==> src/rtl/multiply_seq_if.sv <==
// Start/operand/result bundle between the MIPS core and the iterative multiplier.
// The core (master) issues MULT/MULTU requests; the multiplier (slave) returns HI:LO.
interface multiply_seq_if #(
    parameter int WIDTH = 32
);
    logic                   MUL_START;
    logic                   SIGNED;
    logic [WIDTH-1:0]       MULTIPLICAND;
    logic [WIDTH-1:0]       MULTIPLIER;
    logic [2*WIDTH-1:0]     PRODUCT;
    logic                   ready;
    logic                   mul_busy;

    modport master (
        output MUL_START, SIGNED, MULTIPLICAND, MULTIPLIER,
        input  PRODUCT, ready, mul_busy
    );

    modport slave (
        input  MUL_START, SIGNED, MULTIPLICAND, MULTIPLIER,
        output PRODUCT, ready, mul_busy
    );
endinterface

==> src/rtl/multiply_seq.sv <==
// Iterative shift-add multiplier for MULT/MULTU: one partial product per clock,
// WIDTH steps per operation, sign applied to the magnitude product at the end.
module multiply_seq #(
    parameter int WIDTH = 32
) (
    input  logic           CLK,
    input  logic           RST,
    multiply_seq_if.slave  bus
);
    localparam int CW = $clog2(WIDTH);

    typedef enum logic [1:0] {IDLE, RUN, DONE} state_t;

    state_t               state_q, state_d;
    logic [2*WIDTH-1:0]   mcand_reg;
    logic [2*WIDTH-1:0]   acc;
    logic [2*WIDTH-1:0]   acc_step;
    logic [2*WIDTH-1:0]   product_q;
    logic [WIDTH-1:0]     mplier_reg;
    logic [WIDTH-1:0]     mag_a;
    logic [WIDTH-1:0]     mag_b;
    logic [CW-1:0]        count;
    logic                 neg;
    logic                 ready_q;
    logic                 busy_q;
    logic                 accept;
    logic                 last_step;

    // Magnitudes as W-bit unsigned values; the most negative operand maps to 2^(W-1).
    assign mag_a = (bus.SIGNED && bus.MULTIPLICAND[WIDTH-1]) ? -bus.MULTIPLICAND
                                                               : bus.MULTIPLICAND;
    assign mag_b = (bus.SIGNED && bus.MULTIPLIER[WIDTH-1])   ? -bus.MULTIPLIER
                                                               : bus.MULTIPLIER;

    // Accumulator value including this cycle's partial product; used for the final step too.
    assign acc_step  = acc + (mplier_reg[0] ? mcand_reg : '0);
    assign accept    = bus.MUL_START && (state_q != RUN);
    assign last_step = (state_q == RUN) && (count == CW'(WIDTH - 1));

    always_comb begin
        // NOTE: assign every always_comb output a default first so no path infers a latch.
        state_d = state_q;
        unique case (state_q)
            IDLE, DONE: if (bus.MUL_START) state_d = RUN;
            RUN:        if (last_step)     state_d = DONE;
            default:    state_d = IDLE;
        endcase
    end

    always_ff @(posedge CLK or negedge RST) begin
        // NOTE: sequential state uses non-blocking assignments so every register samples pre-edge values.
        if (!RST) state_q <= IDLE;
        else      state_q <= state_d;
    end

    always_ff @(posedge CLK or negedge RST) begin
        if (!RST) begin
            mcand_reg  <= '0;
            mplier_reg <= '0;
            acc        <= '0;
            count      <= '0;
            neg        <= 1'b0;
            product_q  <= '0;
            ready_q    <= 1'b0;
            busy_q     <= 1'b0;
        end else if (accept) begin
            mcand_reg  <= {{WIDTH{1'b0}}, mag_a};
            mplier_reg <= mag_b;
            acc        <= '0;
            count      <= '0;
            neg        <= bus.SIGNED & (bus.MULTIPLICAND[WIDTH-1] ^ bus.MULTIPLIER[WIDTH-1]);
            product_q  <= '0;
            ready_q    <= 1'b0;
            busy_q     <= 1'b1;
        end else if (state_q == RUN) begin
            acc        <= acc_step;
            mcand_reg  <= mcand_reg << 1;
            mplier_reg <= mplier_reg >> 1;
            count      <= count + 1'b1;
            if (last_step) begin
                product_q <= neg ? -acc_step : acc_step;
                ready_q   <= 1'b1;
                busy_q    <= 1'b0;
            end
        end
    end

    assign bus.PRODUCT  = product_q;
    assign bus.ready    = ready_q;
    assign bus.mul_busy = busy_q;
endmodule
==> src/flat_wrapper.sv <==
// flat-port wrapper written by rule: the top's interface ports become plain ports
module multiply_seq_flat 
#(
    parameter int WIDTH = 32
)
  (CLK, RST, bus_MUL_START, bus_SIGNED, bus_MULTIPLICAND, bus_MULTIPLIER, bus_PRODUCT, bus_ready, bus_mul_busy);
  multiply_seq_if #(.WIDTH(WIDTH)) bus_i ();
  input  logic CLK;
  input  logic RST;
  input wire logic [$bits(bus_i.MUL_START)-1:0] bus_MUL_START;
  input wire logic [$bits(bus_i.SIGNED)-1:0] bus_SIGNED;
  input wire logic [$bits(bus_i.MULTIPLICAND)-1:0] bus_MULTIPLICAND;
  input wire logic [$bits(bus_i.MULTIPLIER)-1:0] bus_MULTIPLIER;
  output wire logic [$bits(bus_i.PRODUCT)-1:0] bus_PRODUCT;
  output wire logic [$bits(bus_i.ready)-1:0] bus_ready;
  output wire logic [$bits(bus_i.mul_busy)-1:0] bus_mul_busy;
  assign bus_i.MUL_START = bus_MUL_START;
  assign bus_i.SIGNED = bus_SIGNED;
  assign bus_i.MULTIPLICAND = bus_MULTIPLICAND;
  assign bus_i.MULTIPLIER = bus_MULTIPLIER;
  assign bus_PRODUCT = bus_i.PRODUCT;
  assign bus_ready = bus_i.ready;
  assign bus_mul_busy = bus_i.mul_busy;
  multiply_seq #(.WIDTH(WIDTH)) u_core (.CLK(CLK), .RST(RST), .bus(bus_i));
endmodule
==> config.mk <==
export PLATFORM = sky130hd
export DESIGN_NAME = multiply_seq_flat
export DESIGN_NICKNAME = d
export VERILOG_FILES = /design/src/rtl/multiply_seq_if.sv /design/src/rtl/multiply_seq.sv /design/src/flat_wrapper.sv
export SDC_FILE = /design/constraint.sdc
export NUM_CORES = 1
export LEC_CHECK = 0
export BUFFER_PORTS_ARGS = -buffer_cell sky130_fd_sc_hd__buf_2
export CORE_ASPECT_RATIO = 1.75
export CORE_MARGIN = 2
export CORE_UTILIZATION = 35
export DETAILED_ROUTE_END_ITERATION = 8
export GPL_ROUTABILITY_DRIVEN = 0
export PLACE_DENSITY = 0.48
export SETUP_SLACK_MARGIN = 0.4
export SLEW_MARGIN = 20
export SYNTH_ARGS = -nofsm -noshare
export SYNTH_HDL_FRONTEND = slang
export SYNTH_SLANG_ARGS = --single-unit
==> constraint.sdc <==
create_clock -name CLK -period 7.1 [get_ports CLK]
set_clock_uncertainty 0.1 [all_clocks]
set_input_delay 0.355 -clock CLK [delete_from_list [all_inputs] [get_ports CLK]]
set_output_delay 0.355 -clock CLK [all_outputs]
set_load 0.01 [all_outputs]
# Word-level counts from Yosys, hierarchy flattened
# Index checks and enable logic that the tools add are counted.
# Widths: inputs -> output; s select.
totals:
  regBits: 234
  latch_bits: 0
  ram_bits: 0
  rom_bits: 0
  input_bits: 68
  out_inout_bits: 66
  elab_cells: 56
  memories: 0
classes:
  add_sub_neg: 5
  multipliers: 0
  n_div: 0
  n_lt_le_gt_ge: 0
  eq_ne: 6
  n_shift: 0
  muxes: 24
  n_bitwise: 2
  reduce_logical: 10
op_table:
  columns: ["op", "n"]
  rows:
  - ["$mux 64", 9]
  - ["$mux 32", 4]
  - ["$add 64x64->64", 1]
  - ["$neg 32->32", 2]
  - ["$neg 64->64", 1]
  - ["$mux 5", 2]
  - ["$mux 1", 6]
  - ["$add 5x1->5 const B", 1]
  - ["$eq 5x5->1 const B", 1]
  - ["$logic_and 1x1->1", 4]
  - ["$mux 2", 2]
  - ["$ne 2x1->1 const B", 2]
  - ["$pmux 2 s2", 1]
  - ["$reduce_and 2->1", 2]
  - ["$reduce_bool 2->1", 2]
  - ["$eq 2x1->1 const B", 1]
  - ["$eq 2x2->1 const B", 1]
  - ["$logic_not 2->1", 1]
  - ["$ne 2x2->1 const B", 1]
  - ["$reduce_or 2->1", 1]
  - ["$and 1x1->1", 1]
  - ["$xor 1x1->1", 1]

# Longest topological paths before layout
# Gate-level depths: netlist (run 1).
depth:
  ltp_word: 7
  depth_mapped: 19
  mapped_depth_nobuf: 16

# Least setup slack after synthesis (run 1)
# OpenSTA, ideal clock, no wires.
synth_timing:
  kind: "register to register"
  from: "register u_core.mplier_reg[0]"
  to: "register u_core.product_q[50], in the netlist u_core.bus.PRODUCT[50]"
  setup_ps: 131
  t_arrival_ps: 4342
  required_time_ps: 6869
  setup_slack_ps: 2526
  path_stages_with_launch: 19
  n_path_buf: 2
  period_less_slack_ps: 4574
  path_cell_list: "dfrtp_1 clkbuf_1 clkbuf_1 and2_1 ha_1 inv_1 fa_1 nor2b_4 o31ai_2 a211o_2 a21oi_2 nor2_1 xnor2_1 or4_1 nor4b_2 nand4_1 o41ai_1 xnor2_1 o21ai_1"
synth_via:
  elab_chain_len: 7
synth_rtl:
  columns: ["element", "line", "source"]
  rows:
  - ["from (decl)", "multiply_seq.sv:19", "logic [WIDTH-1:0] mplier_reg;"]
  - ["from (signal assigned)", "multiply_seq.sv:68", "mplier_reg <= mag_b;"]
  - ["from (signal assigned)", "multiply_seq.sv:78", "mplier_reg <= mplier_reg >> 1;"]
  - ["$mux 64 (*)", "multiply_seq.sv:36", "assign acc_step = acc + (mplier_reg[0] ? mcand_reg : '0);"]
  - ["$add 64x64->64 (*)", "multiply_seq.sv:36", null]
  - ["$neg 64->64", "multiply_seq.sv:81", "product_q <= neg ? -acc_step : acc_step;"]
  - ["$mux 64 (*)", "multiply_seq.sv:81", null]
  - ["$mux 64 (*)", "multiply_seq.sv:80", "if (last_step) begin"]
  - ["$mux 64 (*)", "multiply_seq.sv:75", "end else if (state_q == RUN) begin"]
  - ["$mux 64 (*)", "multiply_seq.sv:66", "end else if (accept) begin"]
  - ["to (signal assigned)", "multiply_seq.sv:81", null]
  - ["to (decl)", "multiply_seq.sv:18", "logic [2*WIDTH-1:0] product_q;"]
# Mark *: on every way between the ends. The rest lies on a longest branch, timed or not. The select of a mux whose other input is x is not followed.
# A chain may end at the register's enable or synchronous reset.

# Worst setup path after layout (run 1)
# Same ends and word-level chain as after synthesis.

==> results.md, run 1 <==
Floorplan:
- The floorplan step defined a core boundary enclosing 49700 sq um.
- The die is 174 um wide.
- The boundary pin count is 134.
- In this run the vertical extent of the chip is 301 um.
- The floorplan has 108 rows.
- The initial cell density of the core is 35.4%.
- The floorplan step defined a die boundary enclosing 52200 sq um.

Placement:
- Detailed placement finished with a half-perimeter wire length of 47500 um.
- During placement, the flow inserted port buffers numbering 133.
- The number of placed instances, taps included is 2943.
- After detailed placement, the total cell area comes to 18800 sq um.

Route:
- The first detailed-routing pass took 5 iterations.
- The via count of the routed design is 16700.
- For this block, the initial DRC count from the detailed router was 964.
- The number of remaining DRC errors is 0.
- The detailed-route vias per instance is 5.59.
- After detailed routing, the average wire length per cell comes to 20.7 um.
- In this run the remaining antenna-violating nets after routing total 0.
- For this block, the routed nets add up to 61900 um of wire.

Synth:
- The post-synthesis async set-or-reset flop share is 100%.
- For this run, the number of Yosys warnings is 0.
- The number of cells produced by synthesis is 2270.
- Counting flops with a built-in enable in the synthesized netlist gives 0.
- Counting distinct cell types in the post-synthesis netlist gives 98.
- By area the synthesized netlist is led by sky130_fd_sc_hd__dfrtp_1 33%, sky130_fd_sc_hd__nand2_1 8.7%, sky130_fd_sc_hd__o21ai_0 8.7%, sky130_fd_sc_hd__ha_1 4.8%, sky130_fd_sc_hd__a21oi_1 4.1%.
- For this run, the leading register cell type out of synthesis is sky130_fd_sc_hd__dfrtp_1.
- The most frequently used cell type in the post-synthesis netlist is sky130_fd_sc_hd__nand2_1.
- By count the netlist is led by 408 x sky130_fd_sc_hd__nand2_1, 305 x sky130_fd_sc_hd__o21ai_0, 234 x sky130_fd_sc_hd__dfrtp_1.
- The average cell area after synthesis is 7.76 sq um.
- The register bit total from synthesis is 234.
- The post-synth design cell area is 17600 sq um.
- The synthesized design devotes to its leading area cell type 33.2% of total area.
- The number of nets produced by synthesis is 2407.
- Sequential cells were found to cover 33.2% of the synthesized design area.
- The biggest area contributor in the post-synthesis netlist is sky130_fd_sc_hd__dfrtp_1.

Clocking:
- CTS built an H-tree with a depth of 1.
- After clock tree synthesis, the repair step resized 0 gates.
- The clock tree root buffer cell is sky130_fd_sc_hd__clkbuf_16.
- The number of buffers created by CTS is 27.
- Clock-pin slew was measured on the worst setup and hold paths at 0.06 ns.
- Buffers added to address setup during post-CTS repair amount to 0.
- Buffers inserted to repair hold after CTS numbered 1.
- TritonCTS built the clock tree.
- The clock sink count is 234.
- The source-to-sink clock delay at the later pin of the worst-skew pair is 0.57 ns.
- The maximum root-to-sink buffer count is 3.

Setup path:
- The critical path contains buffers and inverters numbering 0 combined.
- The source of the critical timing path is u_core.mplier_reg[0]$_DFFE_PN0P_.
- Walking the worst path, the cells encountered are and2_1, ha_1, a21oi_1, a2bb2oi_1, nor3b_2, a311oi_1, nor3_1, o21ai_0, or4_1, nor4b_2, nand4_1, o41ai_1, xnor2_1, o21ai_1.
- The critical path start-end classification is flop to flop.
- The most critical setup path has its endpoint at u_core.bus.PRODUCT[50]$_DFFE_PN0P_.
- STA classifies the critical path endpoint as a flop.
- In this design, the stage delay of the slowest critical-path cell is 0.78 ns.
- Data arrives at the worst endpoint at 6.08 ns.
- The start of the worst register-to-register path is u_core.mplier_reg[0]$_DFFE_PN0P_.
- The total stage count of the critical path is 14.
- The worst-case reg-to-reg path depth is 14.
- The required arrival time at the worst endpoint is 7.42 ns.
- The slowest stage of the critical path is the sky130_fd_sc_hd__dfrtp_1 cell.
- In this run the critical register-to-register path is captured at u_core.bus.PRODUCT[50]$_DFFE_PN0P_.
- The startpoint class of the critical path is a flop.
- Of all nets on the critical path, the largest fanout is 26.
- Across all register-to-register paths, the minimum setup slack is 1.34 ns.
- The family with the most delay on the worst path is simple AND/OR/NAND/NOR gates.

STA:
- For the finished layout, the period the worst path requires is 5.76 ns.
- The period utilization is 81.1%.
- The actual transition at the worst max-transition pin is 1.15 ns.
- Setup repair after global routing left no endpoint under its margin.
- The hold violation count in the final report is 0.
- The final max-slew violation count is 0.
- The top achievable clock speed is 174 MHz.
- Setup violations remaining at the end of the flow were counted as 0.
- The sum of negative setup slack is 0 ns.
- In this run the tightest slew margin relative to its limit is 23.2%.

Power:
- The leakage power total is 8.59 nW.
- The worst-case IR drop observed on VDD is 0.318 mV.
- Power spread over the standard cell area amounts to 391 nW/um^2.

Finish:
- The post-route cell area is 19700 sq um.
- The fraction of final layout cells with drive strength greater than 1 is 11.3%.
- After filler insertion, the fill cell instance count of the layout stands at 5322.
- The net count of the finished layout is 2450.
- The area growth from synthesis to final layout is 11.6%.
- The finished layout holds 2992 standard cells, fillers aside.
- Cells fill 39.5% of the core in the end.

Global routing:
- The number of antenna violations at the first check in global routing is 4.
- The first global-routing pass estimated 94900 um of wire.
- The via count of the first global-routing pass is 16700.
- The global-route usage over all layers is 23.2%.
- After global routing the overflow that remains totals 0.
- The maximum number of pins on one net before global-route repair is 237.

Run:
- Across the run, the number of max-cap violations was 0.

Run status:
- The flow ran to the end, and the final reports show no timing, DRC or antenna violations.

Hold path:
- In this run the worst hold path is classified as input pin to flop.
[logic make-up after synthesis]
family	count (synthesis)	share of synthesized area [%]
xor gates and xnor gates	138	6.90
adders and majority gates	69	4.94
and+or+nand+nor	928	25.4
muxes	12	0.696
DFF	234	33.2
buffers and inverters	163	3.60
AOI/OAI and AO/OA	726	25.3
[stage by stage]
step | hold slack (ns) | total power, mW | setup WS (ns)
after CTS | 0.00607 | 7.77 | 1.33
after global placement | 0.197 | 6.30 | 1.37
after detailed placement | 0.200 | 6.34 | 1.36
after global routing | 0.0429 | 8.27 | 0.997
after floorplan | -0.0406 | 4.89 | 2.53
final | 0.0424 | 7.69 | 1.34
[tightest hold or removal path, delay by kind of cell]
family	cells	cell delay (ns)
AND/OR/NAND/NOR	2	0.14
buffers and inverters	1	0.12
AO/OA/AOI/OAI	1	0.05
[placed cells by master, fill, tap and decap left out, types with 34 or more instances in the layout]
master,synthesis,routed
sky130_fd_sc_hd__xor2_1,69,69
sky130_fd_sc_hd__nor2_1,137,137
sky130_fd_sc_hd__and2_1,81,81
sky130_fd_sc_hd__dfrtp_1,234,233
sky130_fd_sc_hd__nand4_1,34,34
sky130_fd_sc_hd__a21o_1,35,35
sky130_fd_sc_hd__o21ai_0,305,305
sky130_fd_sc_hd__nand2_1,408,407
sky130_fd_sc_hd__nor3_1,41,41
sky130_fd_sc_hd__nand3_1,68,68
sky130_fd_sc_hd__a21oi_1,146,145
sky130_fd_sc_hd__o21ai_1,37,37
sky130_fd_sc_hd__xnor2_1,68,68
sky130_fd_sc_hd__ha_1,68,68
sky130_fd_sc_hd__buf_2,18,132
[cell type report]
type	count	area [sq um]	share of cell area, %
multi-input combinational	1873	11200	56.8
sequential	234	5860	29.8
timing repair buffer	154	861	4.38
tap	660	826	4.20
clock buffer	39	791	4.02
inverter	23	88.8	0.452
clock inverter	5	63.8	0.325
antenna	4	10.0	0.0509
[worst min path at each step]
stage,slack [ns],end,start,depth (start not counted)
after floorplan,-0.04,u_core.acc[0]$_DFFE_PN0P_,RST,0
after global placement,0.20,u_core.mplier_reg[17]$_DFFE_PN0P_,RST,1
after detailed placement,0.20,u_core.mplier_reg[17]$_DFFE_PN0P_,RST,1
after CTS,0.006,u_core.mplier_reg[31]$_DFFE_PN0P_,bus_MULTIPLIER[31],4
after global routing,0.04,u_core.mcand_reg[0]$_DFFE_PN0P_,bus_MULTIPLICAND[0],3
final,0.04,u_core.mplier_reg[31]$_DFFE_PN0P_,bus_MULTIPLIER[31],4
[layer usage]
| metal | share of wire [%] | GRT usage [%] |
|---|---|---|
| met4 | 8.6 | 17.7 |
| met5 | 0 | 0 |
| met1 | 34 | 22.8 |
| met3 | 3.1 | 2.61 |
| met2 | 54 | 44.3 |
[power breakdown]
| group | leakage [nW] | internal (mW) | switching [mW] |
|---|---|---|---|
| clock | 0.422 | 0.803 | 0.586 |
| sequential | 3.09 | 1.81 | 0.429 |
| combinational | 5.08 | 1.38 | 2.68 |
Note: power is estimated with default switching activity, not from simulation.
==> run 2: changes to the inputs <==
Settings changed: ABC_AREA set to 1.
Clock period 7.1 ns to 5.6 ns, I/O delays scaled along.
==> results.md, run 2 <==
Run status:
- The flow ran to the end, and the final reports show no timing, DRC or antenna violations.

Synth:
- The count of synthesis-stage warnings from yosys was 0 (unchanged).
- The library cell occupying the most area in the post-synthesis netlist is sky130_fd_sc_hd__dfrtp_1.
- The fraction of synthesized cell area taken by the top area cell type came to 30.7% (-2.5 points).
- The number of cells produced by synthesis is 3073 (+35%).
- The number of nets produced by synthesis came to 3210 (+33%).
- Sorting the synthesized cells by how often they occur yields 1113 x sky130_fd_sc_hd__nand2_1, 556 x sky130_fd_sc_hd__inv_1, 234 x sky130_fd_sc_hd__dfrtp_1.
- The top flip-flop cell by instance count after synthesis is sky130_fd_sc_hd__dfrtp_1.
- The post-synth design cell area is 19100 sq um (+8.1%).
- The average cell area after synthesis is 6.20 sq um (-20%).
- The number of flops mapped to enable cells by yosys is 0 (unchanged).
- In the post-synthesis netlist, the cell with the most instances is sky130_fd_sc_hd__nand2_1.
- The sequential element share of the synthesized area is 30.7% (-2.5 points).
- The register bit total from synthesis is 234 (unchanged).
- Ranked by total cell area, the synthesized netlist is headed by sky130_fd_sc_hd__dfrtp_1 31%, sky130_fd_sc_hd__nand2_1 22%, sky130_fd_sc_hd__inv_1 11%, sky130_fd_sc_hd__nand3_1 4.8%, sky130_fd_sc_hd__ha_1 4.5%.
- The count of different cell masters after synthesis came to 48 (-51%).
- The post-synthesis async set-or-reset flop share is 100% (unchanged).

Power:
- The power share of the sequential group is 24.6% (-4.5 points).
- The switching power of the nets was 6.67 mW (+80%).
- The cell area power density is 553 nW/um^2 (+41%).
- The combinational share of power was 59.8% (+6.9 points).
- The power share of the clock group is 15.6% (-2.5 points).
- The internal cell power is 5.52 mW (+38%).
- The leakage power total is 12.2 nW (+42%).
- The switching share of power is 54.7% (+6.6 points).
- The total power is 12.2 mW (+58%).
- The worst IR drop on VDD is 0.292 mV (-8.2%).

Finish:
- The core occupancy in the finished layout is 40.8% (+1.3 points).
- The number of filler cells placed in the layout was 5922 (+11%).
- The number of nets at the end of the flow was 3379 (+38%).
- The area growth from synthesis to final layout is 15.6%.
- The total inserted antenna cells came to 0 (-4).
- The footprint of the multi-input gates was 10800 sq um (-3.4%).
- The post-route cell area came to 22000 sq um (+12%).
- The fraction of final layout cells with drive strength greater than 1 is 9.84% (-1.4 points).
- Leaving out fill and tap cells, the most frequent cells in the layout are 1113 x sky130_fd_sc_hd__nand2_1, 554 x sky130_fd_sc_hd__inv_1, 233 x sky130_fd_sc_hd__dfrtp_1.
- The storage element area is 5860 sq um (unchanged).
- The most common cell after layout, fill and taps aside is sky130_fd_sc_hd__nand2_1.

Route:
- The number of search-and-repair iterations in the first detailed-routing pass is 8 (+3).
- The final antenna-violating net count is 0 (unchanged).
- The DRC marker count from the first detailed-route iteration is 1164 (+21%).
- The final wirelength is 79400 um (+28%).
- The average wire per cell in the routed design is 20.1 um (-2.8%).
- The number of remaining DRC errors is 0 (unchanged).
- The via count of the routed design was 20000 (+20%).
- The detailed-route vias per instance is 5.06 (-9.5%).

STA:
- The worst path setup slack after routing is 1.05 ns (-0.292 ns).
- The final max-slew violation count is 0 (unchanged).
- The shortest period the worst path allows is 4.55 ns (-1.21 ns).
- The sum of negative setup slack is 0 ns (unchanged).
- The period utilization was 81.2% (+0.15 points).
- The count of endpoints failing setup in the final report is 0 (unchanged).
- The top achievable clock speed was 220 MHz (+27%).
- The hold violation count in the final report is 0 (unchanged).
- The relative slew slack was 36.6% (+13 points).
- Setup repair after global routing left no endpoint under its margin.
- The actual transition at the worst max-transition pin is 0.952 ns (-0.194 ns).

Clocking:
- The number of gates resized after CTS is 0 (unchanged).
- The source-to-sink clock delay at the later pin of the worst-skew pair is 0.61 ns (+0.04 ns).
- The CTS tree is done.
- The number of buffers created by CTS is 27 (unchanged).
- The clock slew at the register clock pins of the worst setup and hold paths is 0.06 ns (about the same).
- The maximum level of the CTS H-tree is 1 (unchanged).
- The clock tree root buffer cell is sky130_fd_sc_hd__clkbuf_16.
- The clock sink count was 234 (unchanged).
- The maximum root-to-sink buffer count is 3 (unchanged).

Placement:
- The instance area after placement came to 20500 sq um (+9.0%).
- The count of input and output buffers is 133 (unchanged).
- The worst setup slack after placement is 1.17 ns (-0.183 ns).
- The HPWL reported at the end of detailed placement is 62600 um (+32%).

Global routing:
- The total global routing overflow was 0 (unchanged).
- The global routing usage on met3 is 3.38% (+0.77 points).
- The global-route usage over all layers is 28.2% (+4.9 points).
- The met1 track utilization from global routing is 26.2% (+3.3 points).
- The first-pass GRT wire length is 121000 um (+27%).
- The number of antenna violations at the first check in global routing was 2 (-2).
- The via count of the first global-routing pass is 20700 (+24%).
- The maximum number of pins on one net before global-route repair is 123 (-48%).
- The met2 global-route usage is 53.1% (+8.8 points).
- The most heavily used metal layer in global routing is met2.

Setup path:
- The cell seen most often among critical-path stages is sky130_fd_sc_hd__nand2_1.
- The library cell contributing the largest single delay on the critical path is sky130_fd_sc_hd__dfrtp_2.
- Traced cell by cell, the critical path runs through buf_4, nand2_1, inv_1, ha_1, nand2_1, nor2_1, nand2_1, inv_1, a21oi_1, nand2_2, nand2_1, nand2_1, nor2_1, nand2_1, nor2_1, nand3_1, nand2_2, nand2_1, nand2_1, nand3_1, nand2_1.
- The critical path data arrival time is 4.99 ns (-1.09 ns).
- The worst setup path is launched from a flop.
- The required arrival time at the worst endpoint is 6.04 ns (-1.38 ns).
- The critical path in this run is classified as flop to flop.
- The worst-path maximum fanout is 47 (+81%).
- Among cell families on the critical path, the largest total delay comes from simple AND/OR/NAND/NOR gates.
- The buffer and inverter count on the worst path came to 3 (+3).
- STA classifies the critical path endpoint as a flop.
- The delay of the slowest critical-path stage came to 0.95 ns (+0.17 ns).

Floorplan:
- The chip height is 313 um (+3.9%).
- The boundary pin count is 134 (unchanged).
- The core area was 54000 sq um (+8.6%).
- The initial cell density of the core is 35.3% (-0.15 points).
- The area of the die is 56400 sq um (+8.0%).
- The number of rows created at floorplan is 113 (+4.6%).
- The die width is 180 um (+3.9%).

Hold path:
- The classification of the worst-slack hold path is input pin to flop.

Run:
- The max capacitance violation total is 0 (unchanged).
## run 2: cell count changes in the layout (fill, tap and decap cells not counted), moves of 35 or more
cell	previous run	this run
sky130_fd_sc_hd__dlygate4sd3_1	1	63
sky130_fd_sc_hd__xnor2_1	68	13
sky130_fd_sc_hd__nand2_1	407	1113
sky130_fd_sc_hd__a21o_1	35	0
sky130_fd_sc_hd__nand3_1	68	182
sky130_fd_sc_hd__a21oi_1	145	80
sky130_fd_sc_hd__o221ai_1	0	43
sky130_fd_sc_hd__inv_1	22	554
sky130_fd_sc_hd__o21ai_0	305	158
sky130_fd_sc_hd__and2_1	81	6
sky130_fd_sc_hd__nand2_2	1	43
sky130_fd_sc_hd__nor2_1	137	212
## run 2: metrics by stage
stage | hold WS [ns] | cells
global placement | 0.136 | 3840
finish | 0.0433 | 3953
detailed placement | 0.137 | 3840
global route | 0.0699 | 3953
floorplan | -0.116 | 3073
CTS | 0.00845 | 3953
## run 2: kinds of logic (layout without fill, tap and decap cells)
family                   count (synthesis)  count (layout)  share of synthesized area, %
AND/OR/NAND/NOR                       1678            1678                          37.0
buffers and inverters                  649             839                          12.8
AO/OA/AOI/OAI                          379             379                          12.0
flip-flops                             234             234                          30.7
adder cells (fa/ha/maj)                 69              69                          4.57
XOR/XNOR                                64              64                          2.94
## run 2: worst reg2reg max path: cells and delay by family, from the launching register on
family	cells	cell delay [ns]
adders and majority gates	1	0.28
AOI/OAI and AO/OA	1	0.33
DFF	1	0.95
buffers and inverters	3	0.56
and+or+nand+nor	16	2.29
## run 2: area by class of cell
type,count,area share [%]
multi-input combinational,2190,48.9
sequential,234,26.6
inverter,576,9.83
timing repair buffer,213,6.57
tap,690,3.92
clock buffer,36,3.45
clock inverter,14,0.727
## run 2: power by group through the flow
stage          registers [mW]  clock network, mW  logic [mW]
2_1_floorplan            2.79                  0        4.52
3_3_place_gp             3.02                  0        7.08
3_5_place_dp             3.02                  0        7.12
4_1_cts                  3.00               1.96        7.18
5_1_grt                  3.05               2.00        8.03
6_report                 3.00               1.90        7.28
## run 2: repair_timing
action,in CTS,in global routing
hold buffers,63,0
endpoints found under the hold margin,119,0
buffers inserted,0,0
## run 2: metal layers
metal | up-vias | routed length, um
li1 | 9968 | -
met1 | 9193 | 26300
met2 | 599 | 41200
met3 | 247 | 3100
met4 | 2 | 8810
met5 | - | 13
## run 2: path summary, 6_finish.rpt
| check | startpoint | to | slack [ns] | cells after the start |
|---|---|---|---|---|
| max | u_core.mplier_reg[0]$_DFFE_PN0P_ | u_core.bus.PRODUCT[49]$_DFFE_PN0P_ | 1.05 | 21 |
| min in group asynchronous | RST | u_core.mcand_reg[42]$_DFFE_PN0P_ | 0.09 | 2 |
| min | bus_MULTIPLICAND[17] | u_core.mcand_reg[17]$_DFFE_PN0P_ | 0.04 | 3 |
| max in group asynchronous | RST | u_core.acc[58]$_DFFE_PN0P_ | 4.08 | 3 |
| min reg2reg | u_core.bus.PRODUCT[56]$_DFFE_PN0P_ | u_core.bus.PRODUCT[56]$_DFFE_PN0P_ | 0.38 | 2 |
| max reg2reg | u_core.mplier_reg[0]$_DFFE_PN0P_ | u_core.bus.PRODUCT[49]$_DFFE_PN0P_ | 1.05 | 21 |
